--- src/rtl/vga_pkg.sv ---
// Shared VGA 640x480 timing constants, framebuffer window geometry and pixel helpers.
// Used by vga_timing and vga_scanout (optional feature macro: SCANOUT_TESTPAT_EN).
package vga_pkg;

   localparam logic [9:0] H_ACTIVE     = 10'd640;
   localparam logic [9:0] H_TOTAL      = 10'd832;
   localparam logic [9:0] H_SYNC_START = 10'd664;
   localparam logic [9:0] H_SYNC_END   = 10'd703;
   localparam logic [9:0] V_ACTIVE     = 10'd480;
   localparam logic [9:0] V_TOTAL      = 10'd520;
   localparam logic [9:0] V_SYNC_START = 10'd489;
   localparam logic [9:0] V_SYNC_END   = 10'd490;

   localparam logic [9:0] WIN_W  = 10'd256;
   localparam logic [9:0] WIN_H  = 10'd256;
   localparam logic [9:0] WIN_X0 = (H_ACTIVE - WIN_W) / 10'd2;
   localparam logic [9:0] WIN_Y0 = (V_ACTIVE - WIN_H) / 10'd2;
   localparam int         WIN_SHIFT = $clog2(WIN_W);

   localparam int ADDR_W = 17;
   localparam int PIX_W  = 3;

   typedef struct packed {
      logic [3:0] r;
      logic [3:0] g;
      logic [3:0] b;
   } rgb_t;

   // Raster flags, all active-high so a cleared register means "blank, no sync".
   typedef struct packed {
      logic active;
      logic window;
      logic hsync;
      logic vsync;
      logic vblank;
      logic frame_start;
   } vga_flags_t;

   function automatic rgb_t expand_pix(input logic [PIX_W-1:0] d);
      rgb_t c;
      c.r = {4{d[0]}};
      c.b = {4{d[1]}};
      c.g = {4{d[2]}};
      return c;
   endfunction

endpackage

--- src/rtl/vga_timing.sv ---
// Raster h/v counters with sync, active, window and frame-start flags.
// flags is registered one cycle behind (h,v); window_now/frame_now are the same-cycle decodes.
module vga_timing
   import vga_pkg::*;
(
   input  logic       clk,
   input  logic       reset,
   output logic [9:0] h,
   output logic [9:0] v,
   output logic       window_now,
   output logic       frame_now,
   output vga_flags_t flags
);

   logic       h_last;
   logic       v_last;
   vga_flags_t flags_next;

   assign h_last = (h == (H_TOTAL - 10'd1));
   assign v_last = (v == (V_TOTAL - 10'd1));

   // Pixel and line counters; v advances only on the h wrap.
   always_ff @(posedge clk) begin
      if (reset) begin
         h <= 10'd0;
         v <= 10'd0;
      end else if (h_last) begin
         h <= 10'd0;
         if (v_last) begin
            v <= 10'd0;
         end else begin
            v <= v + 10'd1;
         end
      end else begin
         h <= h + 10'd1;
      end
   end

   // Decode the current counter position into raster flags.
   always_comb begin
      flags_next             = '0;
      flags_next.active      = (h < H_ACTIVE) && (v < V_ACTIVE);
      flags_next.window      = (h >= WIN_X0) && (h < (WIN_X0 + WIN_W)) &&
                               (v >= WIN_Y0) && (v < (WIN_Y0 + WIN_H));
      flags_next.hsync       = (h >= H_SYNC_START) && (h <= H_SYNC_END);
      flags_next.vsync       = (v >= V_SYNC_START) && (v <= V_SYNC_END);
      flags_next.vblank      = (v >= V_ACTIVE);
      flags_next.frame_start = (h == 10'd0) && (v == 10'd0);
   end

   assign window_now = flags_next.window;
   assign frame_now  = flags_next.frame_start;

   // Flag register, aligned with the registered VRAM address.
   always_ff @(posedge clk) begin
      if (reset) begin
         flags <= '0;
      end else begin
         flags <= flags_next;
      end
   end

endmodule

--- src/rtl/vga_scanout.sv ---
// VGA scanout: reads the 256x256 3-bit framebuffer through VRAM port B and drives RGB/syncs.
// Optional macro SCANOUT_TESTPAT_EN adds I_TESTPAT (address-derived colour stripes).
module vga_scanout
   import vga_pkg::*;
(
   input  logic              CLK,
   input  logic              I_RESET,
   input  logic [3:0]        I_SW,
`ifdef SCANOUT_TESTPAT_EN
   input  logic              I_TESTPAT,
`endif
   output logic [ADDR_W-1:0] O_VRAM_ADDR,
   input  logic [PIX_W-1:0]  I_VRAM_DATA,
   output logic              O_HSYNC,
   output logic              O_VSYNC,
   output logic [3:0]        O_VIDEO_R,
   output logic [3:0]        O_VIDEO_G,
   output logic [3:0]        O_VIDEO_B,
   output logic              O_FRAME_START,
   output logic              O_VBLANK
);

   logic [9:0]        h;
   logic [9:0]        v;
   logic              window_now;
   logic              frame_now;
   vga_flags_t        flags_s1;
   vga_flags_t        flags_s2;
   logic [9:0]        h_off;
   logic [9:0]        v_off;
   logic [ADDR_W-1:0] addr_next;
   logic [3:0]        sw_lat;
   logic [3:0]        border;
   logic [PIX_W-1:0]  pix;
   rgb_t              rgb_next;
`ifdef SCANOUT_TESTPAT_EN
   logic [PIX_W-1:0]  tp_s2;
`endif

   vga_timing u_timing (
      .clk        (CLK),
      .reset      (I_RESET),
      .h          (h),
      .v          (v),
      .window_now (window_now),
      .frame_now  (frame_now),
      .flags      (flags_s1)
   );

   // Window-relative address; the row multiply is a shift by log2(WIN_W).
   always_comb begin
      h_off = h - WIN_X0;
      v_off = v - WIN_Y0;
      if (window_now) begin
         addr_next = (ADDR_W'(v_off) << WIN_SHIFT) + ADDR_W'(h_off);
      end else begin
         addr_next = {ADDR_W{1'b0}};
      end
   end

   // S1: registered VRAM address.
   always_ff @(posedge CLK) begin
      if (I_RESET) begin
         O_VRAM_ADDR <= {ADDR_W{1'b0}};
      end else begin
         O_VRAM_ADDR <= addr_next;
      end
   end

   // S2: flags wait for the VRAM read; border select sampled at counter (0,0).
   always_ff @(posedge CLK) begin
      if (I_RESET) begin
         flags_s2 <= '0;
         sw_lat   <= 4'd0;
`ifdef SCANOUT_TESTPAT_EN
         tp_s2    <= {PIX_W{1'b0}};
`endif
      end else begin
         flags_s2 <= flags_s1;
         if (frame_now) begin
            sw_lat <= I_SW;
         end
`ifdef SCANOUT_TESTPAT_EN
         tp_s2    <= O_VRAM_ADDR[PIX_W-1:0];
`endif
      end
   end

   assign border = 4'd3 ^ sw_lat;

   // S3 colour select: blank, framebuffer pixel or border.
   always_comb begin
`ifdef SCANOUT_TESTPAT_EN
      if (I_TESTPAT) begin
         pix = tp_s2;
      end else begin
         pix = I_VRAM_DATA;
      end
`else
      pix = I_VRAM_DATA;
`endif
      if (!flags_s2.active) begin
         rgb_next = '0;
      end else if (flags_s2.window) begin
         rgb_next = expand_pix(pix);
      end else begin
         rgb_next.r = border;
         rgb_next.g = border;
         rgb_next.b = border;
      end
   end

   // S3: output registers; syncs are driven active-low.
   always_ff @(posedge CLK) begin
      if (I_RESET) begin
         O_HSYNC       <= 1'b1;
         O_VSYNC       <= 1'b1;
         O_VIDEO_R     <= 4'd0;
         O_VIDEO_G     <= 4'd0;
         O_VIDEO_B     <= 4'd0;
         O_FRAME_START <= 1'b0;
         O_VBLANK      <= 1'b0;
      end else begin
         O_HSYNC       <= ~flags_s2.hsync;
         O_VSYNC       <= ~flags_s2.vsync;
         O_VIDEO_R     <= rgb_next.r;
         O_VIDEO_G     <= rgb_next.g;
         O_VIDEO_B     <= rgb_next.b;
         O_FRAME_START <= flags_s2.frame_start;
         O_VBLANK      <= flags_s2.vblank;
      end
   end

endmodule
--- config.mk ---
export PLATFORM = sky130hd
export DESIGN_NAME = vga_scanout
export DESIGN_NICKNAME = d
export VERILOG_FILES = /design/src/rtl/vga_pkg.sv /design/src/rtl/vga_timing.sv /design/src/rtl/vga_scanout.sv
export SDC_FILE = /design/constraint.sdc
export NUM_CORES = 1
export LEC_CHECK = 0
export ABC_CLOCK_PERIOD_IN_PS = 2900
export BUFFER_PORTS_ARGS = -buffer_cell sky130_fd_sc_hd__buf_4
export CAP_MARGIN = 20
export CORE_ASPECT_RATIO = 1.4
export CORE_MARGIN = 2
export CORE_UTILIZATION = 56
export DETAILED_ROUTE_END_ITERATION = 12
export MAX_ROUTING_LAYER = met4
export PLACE_DENSITY = 0.89
export SLEW_MARGIN = 20
export SYNTH_ARGS = -nofsm -noshare
export SYNTH_HDL_FRONTEND = slang
export SYNTH_SLANG_ARGS = --single-unit
--- constraint.sdc ---
create_clock -name CLK -period 2.9 [get_ports CLK]
set_clock_uncertainty 0.2 [all_clocks]
set_input_delay 0.29 -clock CLK [delete_from_list [all_inputs] [get_ports CLK]]
set_output_delay 0.29 -clock CLK [all_outputs]
set_load 0.01 [all_outputs]
# Word-level counts from Yosys, hierarchy flattened
# Index checks and enable logic that the tools add are counted.
[totals]
register_bits = 69
inputBits = 9
elab_cells = 60
[classes]
addsub = 5
magnitude_cmp = 11
eq_ne = 2
muxes = 2
bitwise = 5
n_reduce_logical = 12
[op_table]
columns = ["op", "n"]
rows = [
  ["$lt A10 B9 Y1 const B", 3],
  ["$add A10 B1 Y10 const B", 2],
  ["$eq A10 B10 Y1 const B", 2],
  ["$ge A10 B9 Y1 const B", 2],
  ["$logic_not A10 Y1", 2],
  ["$add A17 B10 Y17", 1],
  ["$mux W12", 1],
  ["$ge A10 B10 Y1 const B", 1],
  ["$ge A10 B7 Y1 const B", 1],
  ["$ge A10 B8 Y1 const B", 1],
  ["$le A10 B10 Y1 const B", 1],
  ["$le A10 B9 Y1 const B", 1],
  ["$lt A10 B10 Y1 const B", 1],
  ["$mux W10", 1],
  ["$sub A10 B8 Y10 const B", 1],
  ["$sub A9 B7 Y9 const B", 1],
  ["$logic_and A1 B1 Y1", 7],
  ["$reduce_or A2 Y1", 3],
  ["$not A1 Y1", 4],
  ["$not A2 Y2", 1],
]

# Logic depth before layout (Yosys ltp)
# Gate-level depths: netlist of run 1.
[logic_depth]
ltp_word = 6
depth_mapped = 9
ltp_nobuf = 9

# Cells and area by module
# Synthesis of run 1 repeated with hierarchy kept, for this count alone.
[unflattened]
hier_cells = 284
hier_area_um2 = 2742.6
[modules_own_cells]
columns = ["mod", "n_inst", "cells_each", "area_per_inst_um2", "seq_area_each_um2"]
rows = [
  ["vga_scanout", 1, 135, 1457.6, 860.8],
  ["vga_timing", 1, 149, 1285.0, 520.5],
]

# Least setup slack after synthesis of run 1
# OpenSTA, ideal clock, no wires.
[synth_timing]
path_type = "reg-to-reg"
startpoint = "register u_timing.h[7]"
endpoint = "register O_VRAM_ADDR[16]"
setup_time_ns = 0.096
arrival_ns = 1.925
path_slack_ns = 0.679
stages_incl_launch_ff = 9
synth_period_minus_slack_ns = 2.221
path_cell_list = "dfxtp_1 -> ha_1 -> xnor2_1 -> ha_1 -> inv_1 -> fa_1 -> and3b_1 -> nand2_1 -> nor4b_1"
[synth_via]
elab_chain_len = 6
[synth_rtl]
columns = ["item", "line", "text"]
rows = [
  ["from (decl)", "vga_timing.sv:8", "output logic [9:0] h,"],
  ["from (signal assigned)", "vga_timing.sv:35", "h <= h + 10'd1;"],
  ["branches (longest 6 deep; another with $add A17 B10 Y17)", "n/a", ""],
  ["to (signal assigned)", "vga_scanout.sv:64", "O_VRAM_ADDR <= {ADDR_W{1'b0}};"],
  ["to (signal assigned)", "vga_scanout.sv:66", "O_VRAM_ADDR <= addr_next;"],
  ["to (decl)", "vga_scanout.sv:12", "output logic [ADDR_W-1:0] O_VRAM_ADDR,"],
]
# Parallel ways; which one is timed is not known.
# A chain may end at the register's enable or synchronous reset.

# Worst setup path in the final report of run 1
# Ends and elaborated chain as after synthesis.

==> results.md, run 1 <==
* Final setup vio count at 0
* Met3 Use GR at 3.73%
* Post-Synth Simple-Gate Area at a little under a quarter
* Worst VDD drop at between 0.2 and 0.3 mV
* Worst path required time at roughly 3.0 ns
* Area growth from synthesis to layout at 19.6%
* Static leakage at around 1.4 nW
* Mapped cell area at around 2800 sq um
* Crit share post-route at between 80 and 90%
* # Post-CTS Setup Buffers at 0
* Final WS setup at around 0.47 ns
* Detail Route Antenna Nets at 0
* GR Util met1 at between 20% and 30%
* Class of the worst hold path: primary input to flip-flop
* Critical path buffer and inverter count at 1
* Root Driver: clkbuf_8
* Post-CTS Hold Fix Bufs at 0
* Final #Nets at ~360
* F_max at around 0.41 GHz
* Post-route setup TNS at 0 ns
* Routed len/inst at around 15 um
* Main combinational cell family by area after synthesis: simple AND/OR/NAND/NOR gates
* Grt met2 use at 44.1%
* Vias in the first global route at between 2000 and 2500
* Slowest CP cell: dfxtp_1
* Max Slew Vio Count at 0
* CTS Buf Count at 9
* Final hold vios at 0
* Layout cell share with drive strength beyond 1 at 19.6%
* Worst-path clk slew at roughly 0.070 ns
* H-Tree Depth at 3
* Vias at around 2200
* Clock sinks at between 60 and 70
* Setup CP Type: flip-flop to flip-flop
* Commonest non-fill, non-tap cell in the layout: dfxtp_1
* Core area at roughly 4800 sq um
* Die Y at between 80 and 90 um
* Max capacitance violation total at 0
* Post-route minimum period at 2.43 ns
* Initial DRC Count at 130
* Post-synth net total at between 300 and 400
* Multi-input logic area at 1300 sq um
* Post-synthesis sequential area ratio at 49.3%
* Crit-path cells: ha_1 -> xnor2_1 -> ha_1 -> inv_1 -> fa_1 -> and3b_1 -> nand2_1 -> nor4b_1
* CTS Buffer Depth at 2
* Post-place setup slack at 0.474 ns
* Die area at between 5000 and 6000 sq um
* IO buf count at 41
* Mean Syn Cell Area at slightly below 10 sq um
* N_diodes at 0
* CP max stage delay at ~0.44 ns
* Compound-Gate Fraction of Synth Area at under 10%
* # DRC at 0
* DR pass1 iterations at 4
* FFs w/ async S/R, synth at 0%
* Yosys Warn Count at 0
* CP startpoint kind: flip-flop
* First-pass GRT wire length at between 9 and 10 mm
* Max_slew headroom at between 60% and 70%
* CP delay by family, top: adder cells
* Die W at 63.8 um
* EDFF count, synth at 0
* Most used cell, CP: ha_1
* Post_cts resized at 0
* PD cells at 566 nW/um^2
* CTS tree: built
* Antenna violations before repair at 0
* Mux contribution to synthesized area at 0.357%
* Final wirelength at 6.05 mm
* HPWL after DPL at ~4.3 mm
* GRT Total Usage at a little under a quarter
* Maximum fanout along the worst path at 7
* Status: completed
* Critical path arrival at approximately 2.5 ns
* XOR/XNOR Fraction of Synth Area at slightly above 8%
* Most common flop cell mapped by yosys: dfxtp_1
* Vias/cell at about 5.4
* Starting Density at 57.9%
* Worst-Margin Slew at between 0.5 and 0.6 ns
* Boundary Pins at 42
* Fill count at 340
* Area of all sequential standard cells at 1380 sq um
* Number of synthesized register bits at between 60 and 70
* Cell variety after synth at 38
* Endpoint class of the critical path: flip-flop
* Cell Rows at 30
* GRT overflow at 0
* Top Usage Layer GRT: met2
* Area share of fa/ha/maj cells after synthesis at under 10%
* Largest net degree at the start of global routing at 26
* Unrepaired setup endpoints after global routing: no
* Most frequent cells in the layout: 69 x dfxtp_1, 44 x buf_4, 33 x nor2_1, 23 x a21oi_1, 19 x xnor2_1
* Synth Instances at 291
* Clock Latency Late Sink at 0.35 ns
* Routability congestion estimate at between 0.9 and 1
[per-layer routing]
layer  vias to the layer above  part of all wire (%)
li1                       1061                     -
met4                         0                   2.3
met3                        12                   4.7
met2                        77                    56
met1                      1035                    37
met5                         -                     0
[state kept, by name, summed over array words and instances, names as in the netlist]
| signal | count |
|---|---|
| u_timing.v | 10 |
| u_timing.h | 10 |
| O_VSYNC | 1 |
| O_VIDEO_R | 4 |
| O_VIDEO_G | 4 |
| flags_s2 | 6 |
| O_HSYNC | 1 |
| sw_lat | 4 |
| O_VIDEO_B | 4 |
| O_FRAME_START | 1 |
| u_timing.flags | 6 |
| O_VBLANK | 1 |
| O_VRAM_ADDR | 17 |
[per-stage QoR]
step / utilization (%) / cell area (sq um) / std cells / power (mW) / hold slack (ns)
finish: 69.3 / 3350 / 401 / 1.90 / 0.00804
global route: 69.3 / 3350 / 401 / 1.95 / 0.0403
CTS: 69.3 / 3350 / 401 / 1.90 / 0.00857
detailed placement: 64.8 / 3140 / 385 / 1.07 / 0.167
global placement: 64.8 / 3140 / 385 / 1.07 / 0.158
floorplan: - / 2800 / 291 / 1.04 / 0.156
[where the power goes]
part,total [mW],switching (mW),internal [mW]
combinational,0.0746,0.0409,0.0336
sequential,0.977,0.0110,0.966
clock,0.845,0.361,0.484
total,1.90,0.413,1.48
[logic make-up after synthesis]
family	after synthesis
AND/OR/NAND/NOR	115
adder cells (fa/ha/maj)	16
flip-flops	69
AO/OA/AOI/OAI	37
XOR/XNOR	26
buffers and inverters	27
multiplexers	1
[cell usage after synthesis (all sizes together), types with 5 or more instances]
cell | n | area share (%)
clkbuf | 7 | 0.98
dfxtp | 69 | 49
ha | 15 | 6.7
nand4 | 5 | 2.2
and3 | 9 | 2.0
a21oi | 23 | 4.1
xor2 | 7 | 2.2
xnor2 | 19 | 5.9
nor3 | 6 | 1.1
nand2 | 11 | 1.5
nand3 | 13 | 2.3
nor2b | 10 | 2.2
o21ai | 7 | 1.2
nor2 | 33 | 4.4
nand2b | 6 | 1.3
inv | 13 | 1.7
buf | 7 | 1.7
[worst min-delay path: stages]
cell and delay, ns:
buf_4 0.11, nand3_1 0.05, a21oi_1 0.06
[final timing paths]
check	from	to	slack [ns]	cells past startpoint
worst max-delay path	u_timing.h[7]	O_VRAM_ADDR[16]	0.47	8
worst min-delay path	I_SW[3]	sw_lat[3]	0.008	3
worst max register to register	u_timing.h[7]	O_VRAM_ADDR[16]	0.47	8
worst min register to register	flags_s2[2]	O_VSYNC	0.18	1
[area by class of cell]
type,count,share of cell area (%)
Clock buffer,10,3.81
Clock inverter,6,2.61
Inverter,13,1.46
Multi-Input combinational cell,195,38.7
Sequential cell,69,41.2
Tap cell,64,2.39
Timing Repair Buffer,44,9.85
(Power assumes the default switching activity.)
==> run 2, diff against run 1 <==
Settings changed: ABC_AREA set to 1, ABC_CLOCK_PERIOD_IN_PS 2900 to 2270, CORE_UTILIZATION 56 to 57.
Clock period 2.9 ns to 2.27 ns, I/O delays scaled along.
==> results.md, run 2 <==
* Detail Route Antenna Nets at 0 (unchanged)
* Antenna violations before repair at 0 (unchanged)
* Mapped cell area at 3060 sq um (+9.2%)
* Yosys top cell by area: dfxtp_1
* Post-synthesis sequential area ratio at 45.1% (-4.2 points)
* CP max stage delay at 0.37 ns (-0.07 ns)
* Most common flop cell mapped by yosys: dfxtp_1
* Vias at 2580 (+18%)
* Setup CP Type: flip-flop to flip-flop
* Commonest non-fill, non-tap cell in the layout: nand2_1
* Number of synthesized register bits at 69 (unchanged)
* Most instantiated cells after synthesis: 72 x nand2_1, 69 x dfxtp_1, 51 x inv_1, 51 x nor2_1, 24 x nand3_1
* Max_slew headroom at 74.4% (+11 points)
* Largest cells by area after synthesis: dfxtp_1 45%, nand2_1 8.8%, inv_1 6.3%
* PD cells at 683 nW/um^2 (+21%)
* GRT Total Usage at 25.5% (+1.6 points)
* CTS Buffer Depth at 2 (unchanged)
* Routability congestion estimate at 0.921 (+1.8%)
* Number of flip-flops in the largest register at 17 (unchanged)
* Critical path buffer and inverter count at 2 (+1)
* Top cell type's share of synthesized area at 45.1% (-4.2 points)
* F_max at 0.471 GHz (+14%)
* FFs w/ async S/R, synth at 0% (unchanged)
* Synth Instances at 383 (+32%)
* Vias/cell at 5.14 (-5.7%)
* Hold_sp: I_RESET
* Die Y at 90.7 um (+3.4%)
* Routed len/inst at 13.5 um (-11%)
* EDFF count, synth at 0 (unchanged)
* Final wirelength at 6.77 mm (+12%)
* Initial DRC Count at 141 (+8.5%)
* Layout cell share with drive strength beyond 1 at 23.4% (+3.8 points)
* Starting Density at 58.9% (+1.0 points)
* Fill count at 388 (+14%)
* Most frequent cells in the layout: 72 x nand2_1, 68 x dfxtp_1, 51 x inv_1, 50 x nor2_1, 48 x buf_4
* Final Total Pwr at 2.50 mW (+32%)
* Crit share post-route at 93.6% (+9.9 points)
* Boundary Pins at 42 (unchanged)
* Crit-path cells: inv_1 -> o21ai_1 -> xor2_1 -> inv_1 -> ha_1 -> nand2_1 -> nand2_1 -> nand3_1 -> nor2_1 -> nand2_1 -> nand2_1 -> nor2_1
* Final hold vios at 0 (unchanged)
* Slowest CP cell: dfxtp_1
* Cell variety after synth at 34 (-11%)
* Status: completed
* Yosys Warn Count at 0 (unchanged)
* Reg-to-Reg End: O_VRAM_ADDR[15]
* First-pass GRT wire length at 11.6 mm (+18%)
* Die W at 65.9 um (+3.4%)
* Final setup vio count at 0 (unchanged)
* Area of all sequential standard cells at 1380 sq um (about the same)
* Endpoint class of the critical path: flip-flop
* H-Tree Depth at 3 (unchanged)
* Final hold slack at 0.0117 ns (+0.00365 ns)
* Maximum fanout along the worst path at 4 (-3)
* Cell Rows at 31 (+3.3%)
* Clock Latency Late Sink at 0.34 ns (about the same)
* Worst-Margin Slew at 0.384 ns (-0.163 ns)
* Worst path required time at 2.30 ns (-0.66 ns)
* Post-route minimum period at 2.12 ns (-0.301 ns)
* Post-CTS Hold Fix Bufs at 0 (unchanged)
* Worst VDD drop at 0.308 mV (+2.8%)
* Vias in the first global route at 2698 (+27%)
* R2r worst-path depth at 12 (+4)
* Largest net degree at the start of global routing at 18 (-31%)
* Root Driver: clkbuf_8
* Area growth from synthesis to layout at 19.4%
* Critical path arrival at 2.16 ns (-0.32 ns)
* Die area at 5980 sq um (+6.9%)
* CP delay by family, top: simple AND/OR/NAND/NOR gates
* DR pass1 iterations at 5 (+1)
* CTS tree: built
* Biggest register: O_VRAM_ADDR
* Hold depth at 2 (-1)
* Static leakage at 1.63 nW (+17%)
* Class of the worst hold path: primary input to flip-flop
* Core area at 5200 sq um (+7.3%)
* Mean Syn Cell Area at 7.99 sq um (-17%)
* R2R Setup Slk at 0.15 ns (-0.33 ns)
* CTS Buf Count at 9 (unchanged)
* # DRC at 0 (unchanged)
* Post-synth net total at 408 (+29%)
* IO buf count at 41 (unchanged)
* Biggest regs: O_VRAM_ADDR (17), u_timing.h (10), u_timing.v (10)
* Final #Nets at 456 (+28%)
* Worst-path clk slew at 0.07 ns (about the same)
* CP startpoint kind: flip-flop
* Max Slew Vio Count at 0 (unchanged)
* WHS Endpoint: u_timing.v[6]
* Unrepaired setup endpoints after global routing: no
* N_diodes at 0 (unchanged)
* Max capacitance violation total at 0 (unchanged)
* Most used cell, CP: nand2_1
* Clock sinks at 69 (unchanged)
* Cell with the most instances after synthesis: nand2_1
* HPWL after DPL at 4.97 mm (+16%)
* Multi-input logic area at 1400 sq um (+7.9%)
* Worst r2r src: u_timing.h[6]
* GRT overflow at 0 (unchanged)
run 2: worst register-to-register path, stage by stage, from the launching register on:
cell and delay [ns]:
dfxtp_1 0.37, inv_1 0.10, o21ai_1 0.16, xor2_1 0.24, inv_1 0.07, ha_1 0.28
nand2_1 0.05, nand2_1 0.08, nand3_1 0.13, nor2_1 0.16, nand2_1 0.07, nand2_1 0.07
nor2_1 0.04
run 2: cells by family (layout without fill, tap and decap cells):
| kind of cell | after synthesis | after routing | synth area share (%) |
|---|---|---|---|
| flops | 69 | 69 | 45.1 |
| xor+xnor | 8 | 8 | 2.29 |
| compound gates | 35 | 35 | 6.70 |
| buf+inv | 64 | 117 | 9.32 |
| simple gates | 191 | 191 | 29.8 |
| fa+ha+maj | 16 | 16 | 6.78 |
run 2: worst max-delay path by stage:
stage / from / to / slack, ns / depth (start not counted)
CTS: u_timing.h[6] / O_VRAM_ADDR[15] / 0.02 / 12
global placement: u_timing.h[7] / O_VRAM_ADDR[16] / 0.07 / 12
floorplan: u_timing.h[7] / O_VRAM_ADDR[16] / 0.16 / 12
global route: u_timing.h[7] / O_VRAM_ADDR[15] / 0.003 / 12
finish: u_timing.h[6] / O_VRAM_ADDR[15] / 0.15 / 12
detailed placement: u_timing.h[7] / O_VRAM_ADDR[15] / -0.04 / 12
run 2: final cells by class:
| cell class | count | share of cell area (%) |
|---|---|---|
| clock inverters | 6 | 2.57 |
| inverters | 53 | 5.44 |
| clock buffers | 10 | 3.76 |
| well taps | 66 | 2.26 |
| multi-input cells | 250 | 38.3 |
| flip-flops and latches | 69 | 37.8 |
| repair buffers | 48 | 9.86 |
run 2: per-layer routing:
| metal | global-route usage, % | up-vias | share of wire, % |
|---|---|---|---|
| li1 | - | 1290 | - |
| met1 | 25.0 | 1182 | 38 |
| met2 | 45.5 | 80 | 54 |
| met3 | 5.61 | 28 | 4.7 |
| met4 | 12.9 | 0 | 3.8 |
| met5 | - | - | 0 |
run 2: timing repair:
item                       4_1_cts  5_1_grt
pin swaps                        0        2
gates resized for setup          1        3
setup endpoints to repair        3        4
buffers inserted                 0        1
run 2: metrics by stage:
stage,area [sq um],instances,TNS (ns),setup slack [ns],utilization [%]
final,3660,502,0,0.146,70.3
after CTS,3640,501,0,0.0173,70.1
after detailed placement,3410,485,-0.0643,-0.0425,65.6
after floorplan,3060,383,0,0.162,-
after global placement,3410,485,0,0.0720,65.6
after global routing,3660,502,0,0.00311,70.3
run 2: report_power, final:
| group | internal [mW] | switching (mW) | total (mW) |
|---|---|---|---|
| Sequential | 1.24 | 0.0135 | 1.25 |
| Combinational | 0.0466 | 0.0652 | 0.112 |
| Clock | 0.658 | 0.479 | 1.14 |
| Total | 1.94 | 0.558 | 2.50 |
==> run 3, diff against run 2 <==
Settings changed: ABC_CLOCK_PERIOD_IN_PS 2270 to 1820, CORE_UTILIZATION 57 to 51, PLACE_DENSITY 0.89 to 0.75.
Clock period 2.27 ns to 1.82 ns, I/O delays scaled along.
==> results.md, run 3 (same netlist as run 2, synthesis figures left out) <==
* IO buf count at 41 (unchanged)
* Static leakage at 1.83 nW (+12%)
* Vias at 2755 (+6.8%)
* Worst VDD drop at 0.432 mV (+40%)
* Commonest non-fill, non-tap cell in the layout: buf_4
* Most frequent cells in the layout: 72 x buf_4, 68 x nand2_1, 64 x dfxtp_1, 48 x nor2_1, 44 x inv_1
* Critical path arrival at 2.08 ns (-0.08 ns)
* Post-route minimum period at 1.99 ns (-0.129 ns)
* Detail Route Antenna Nets at 0 (unchanged)
* Layout cell share with drive strength beyond 1 at 32.9% (+9.5 points)
* Biggest register: O_VRAM_ADDR
* Final WS setup at -0.175 ns (-0.321 ns)
* Clock sinks at 69 (unchanged)
* Hold_sp: I_SW[2]
* Fill count at 437 (+13%)
* F_max at 0.501 GHz (+6.5%)
* DR pass1 iterations at 4 (-1)
* Clock Latency Late Sink at 0.34 ns (about the same)
* Core area at 5820 sq um (+12%)
* Failing checks: negative hold slack, negative setup slack
* Flop pwr share at 48.4% (-1.6 points)
* Final wirelength at 7.24 mm (+7.0%)
* Maximum fanout along the worst path at 4 (unchanged)
* Crit-path cells: ha_4 -> inv_2 -> nand2_2 -> nand2_2 -> inv_2 -> ha_4 -> inv_2 -> fa_2 -> nor2_4 -> and3_4 -> nand2_1 -> nor2_1
* Worst-path clk slew at 0.08 ns (about the same)
* Vias in the first global route at 2646 (-1.9%)
* Cell Rows at 33 (+6.5%)
* Final setup vio count at 7 (+7)
* Switching Power at 701 uW (+26%)
* Routed len/inst at 13.4 um (-0.68%)
* Hold depth at 5 (+3)
* Internal at 2.51 mW (+29%)
* Biggest regs: O_VRAM_ADDR (17), u_timing.h (10), u_timing.v (10)
* Number of flip-flops in the largest register at 17 (unchanged)
* Vias/cell at 5.09 (-0.91%)
* Area growth from synthesis to layout at 33.7%
* HPWL after DPL at 4.90 mm (-1.5%)
* Boundary Pins at 42 (unchanged)
* Final hold slack at -0.0115 ns (-0.0232 ns)
* H-Tree Depth at 3 (unchanged)
* Antenna violations before repair at 0 (unchanged)
* CTS Buf Count at 9 (unchanged)
* Post-route setup TNS at -0.866 ns (-0.866 ns)
* PD cells at 784 nW/um^2 (+15%)
* Switch share at 21.8% (-0.49 points)
* Starting Density at 52.6% (-6.3 points)
* Class of the worst hold path: primary input to flip-flop
* Worst r2r src: u_timing.h[7]
* Die Y at 95.7 um (+5.5%)
* First-pass GRT wire length at 11.6 mm (+0.48%)
* CP startpoint kind: flip-flop
* Reg-to-Reg End: O_VRAM_ADDR[16]
* Crit share post-route at 110% (+16 points)
* Worst-Margin Slew at 0.382 ns (-0.00123 ns)
* Logic pwr share at 4.9% (+0.4 points)
* CTS Buffer Depth at 2 (unchanged)
* Max_slew headroom at 74.5% (+0.082 points)
* R2R Setup Slk at -0.17 ns (-0.32 ns)
* Worst path required time at 1.90 ns (-0.40 ns)
* CP max stage delay at 0.41 ns (+0.04 ns)
* CTS tree: built
* Final hold vios at 1 (+1)
* Initial DRC Count at 180 (+28%)
* WHS Endpoint: sw_lat[2]
* Clock share of power at 46.7% (+1.2 points)
* # DRC at 0 (unchanged)
* Slowest CP cell: fa_2
* Largest net degree at the start of global routing at 18 (unchanged)
* Max Slew Vio Count at 0 (unchanged)
* Most used cell, CP: inv_2
* N_diodes at 0 (unchanged)
* Unrepaired setup endpoints after global routing: yes
* Die area at 6650 sq um (+11%)
* Routability congestion estimate at 0.939 (+1.9%)
* GRT overflow at 0 (unchanged)
* Status: complete, but fails checks
* Die W at 69.5 um (+5.4%)
* GRT Total Usage at 23.0% (-2.4 points)
* Max capacitance violation total at 0 (unchanged)
* Setup CP Type: flip-flop to flip-flop
* Final Total Pwr at 3.21 mW (+28%)
* Root Driver: clkbuf_8
* Final #Nets at 491 (+7.7%)
* Endpoint class of the critical path: flip-flop
* R2r worst-path depth at 12 (unchanged)
[run 3: changes by cell type in the layout (fill, tap and decap cells not counted), sizes merged]
cell         previous run  this run
buf                    48        76
dlygate4sd3             0         7
clkbuf                 10        12
inv                    55        53
clkinv                  1         2
clkinvlp                1         0
[run 3: worst max path at each step]
stage,to,from,slack (ns)
after detailed placement,O_VRAM_ADDR[16],u_timing.h[6],-0.19
after global routing,O_VRAM_ADDR[16],u_timing.h[7],-0.27
after CTS,O_VRAM_ADDR[16],u_timing.h[6],-0.16
after global placement,O_VRAM_ADDR[16],u_timing.h[6],-0.13
after floorplan,O_VRAM_ADDR[16],u_timing.h[6],-0.1
final,O_VRAM_ADDR[16],u_timing.h[7],-0.17
[run 3: critical path, delay by kind of cell (launching register included)]
| family | cells | cell delay, ns |
|---|---|---|
| flip-flops | 1 | 0.38 |
| adder cells (fa/ha/maj) | 3 | 0.67 |
| AND/OR/NAND/NOR | 6 | 0.55 |
| buffers and inverters | 3 | 0.14 |
[run 3: per-layer routing]
layer | GRT usage, % | vias to the layer above | routed length (um)
met2 | 41.3 | 97 | 3900
li1 | - | 1369 | -
met1 | 23.0 | 1265 | 2690
met4 | 11.3 | 0 | 221
met5 | - | - | 0
met3 | 6.55 | 24 | 426
[run 3: per-stage QoR]
stage / hold slack [ns] / util [%] / instance area, sq um / std cells / setup WS [ns]
after global placement: 0.154 / 62.2 / 3620 / 509 / -0.128
after floorplan: 0.151 / - / 3110 / 383 / -0.0997
after CTS: 0.00505 / 68.4 / 3980 / 538 / -0.157
after detailed placement: 0.165 / 62.2 / 3620 / 509 / -0.194
after global routing: 0.0252 / 70.3 / 4090 / 541 / -0.271
final: -0.0115 / 70.3 / 4090 / 541 / -0.175
[run 3: final cells by class]
class                           instances  area, sq um  share of cell area, %
Inverter                               53          199                   4.86
Sequential cell                        69         1390                   34.0
Timing Repair Buffer                   83          673                   16.4
Clock buffer                           12          166                   4.06
Multi-Input combinational cell        250         1500                   36.6
Tap cell                               70         87.6                   2.14
Clock inverter                          4         77.6                   1.89
[run 3: repair_timing]
action	in CTS	in global routing
pin swaps	5	5
buffers inserted	7	3
resized for setup	4	17
endpoints found under the setup margin	6	42
hold endpoints to repair	19	1
hold buffers	6	1
[run 3: power by group through the flow]
stage | sequential, mW | clock (mW) | combinational, mW
after floorplan | 1.59 | 0 | 0.0891
after global placement | 1.59 | 0 | 0.136
after CTS | 1.55 | 1.51 | 0.152
after global routing | 1.56 | 1.59 | 0.177
after detailed placement | 1.59 | 0 | 0.139
final | 1.55 | 1.50 | 0.158
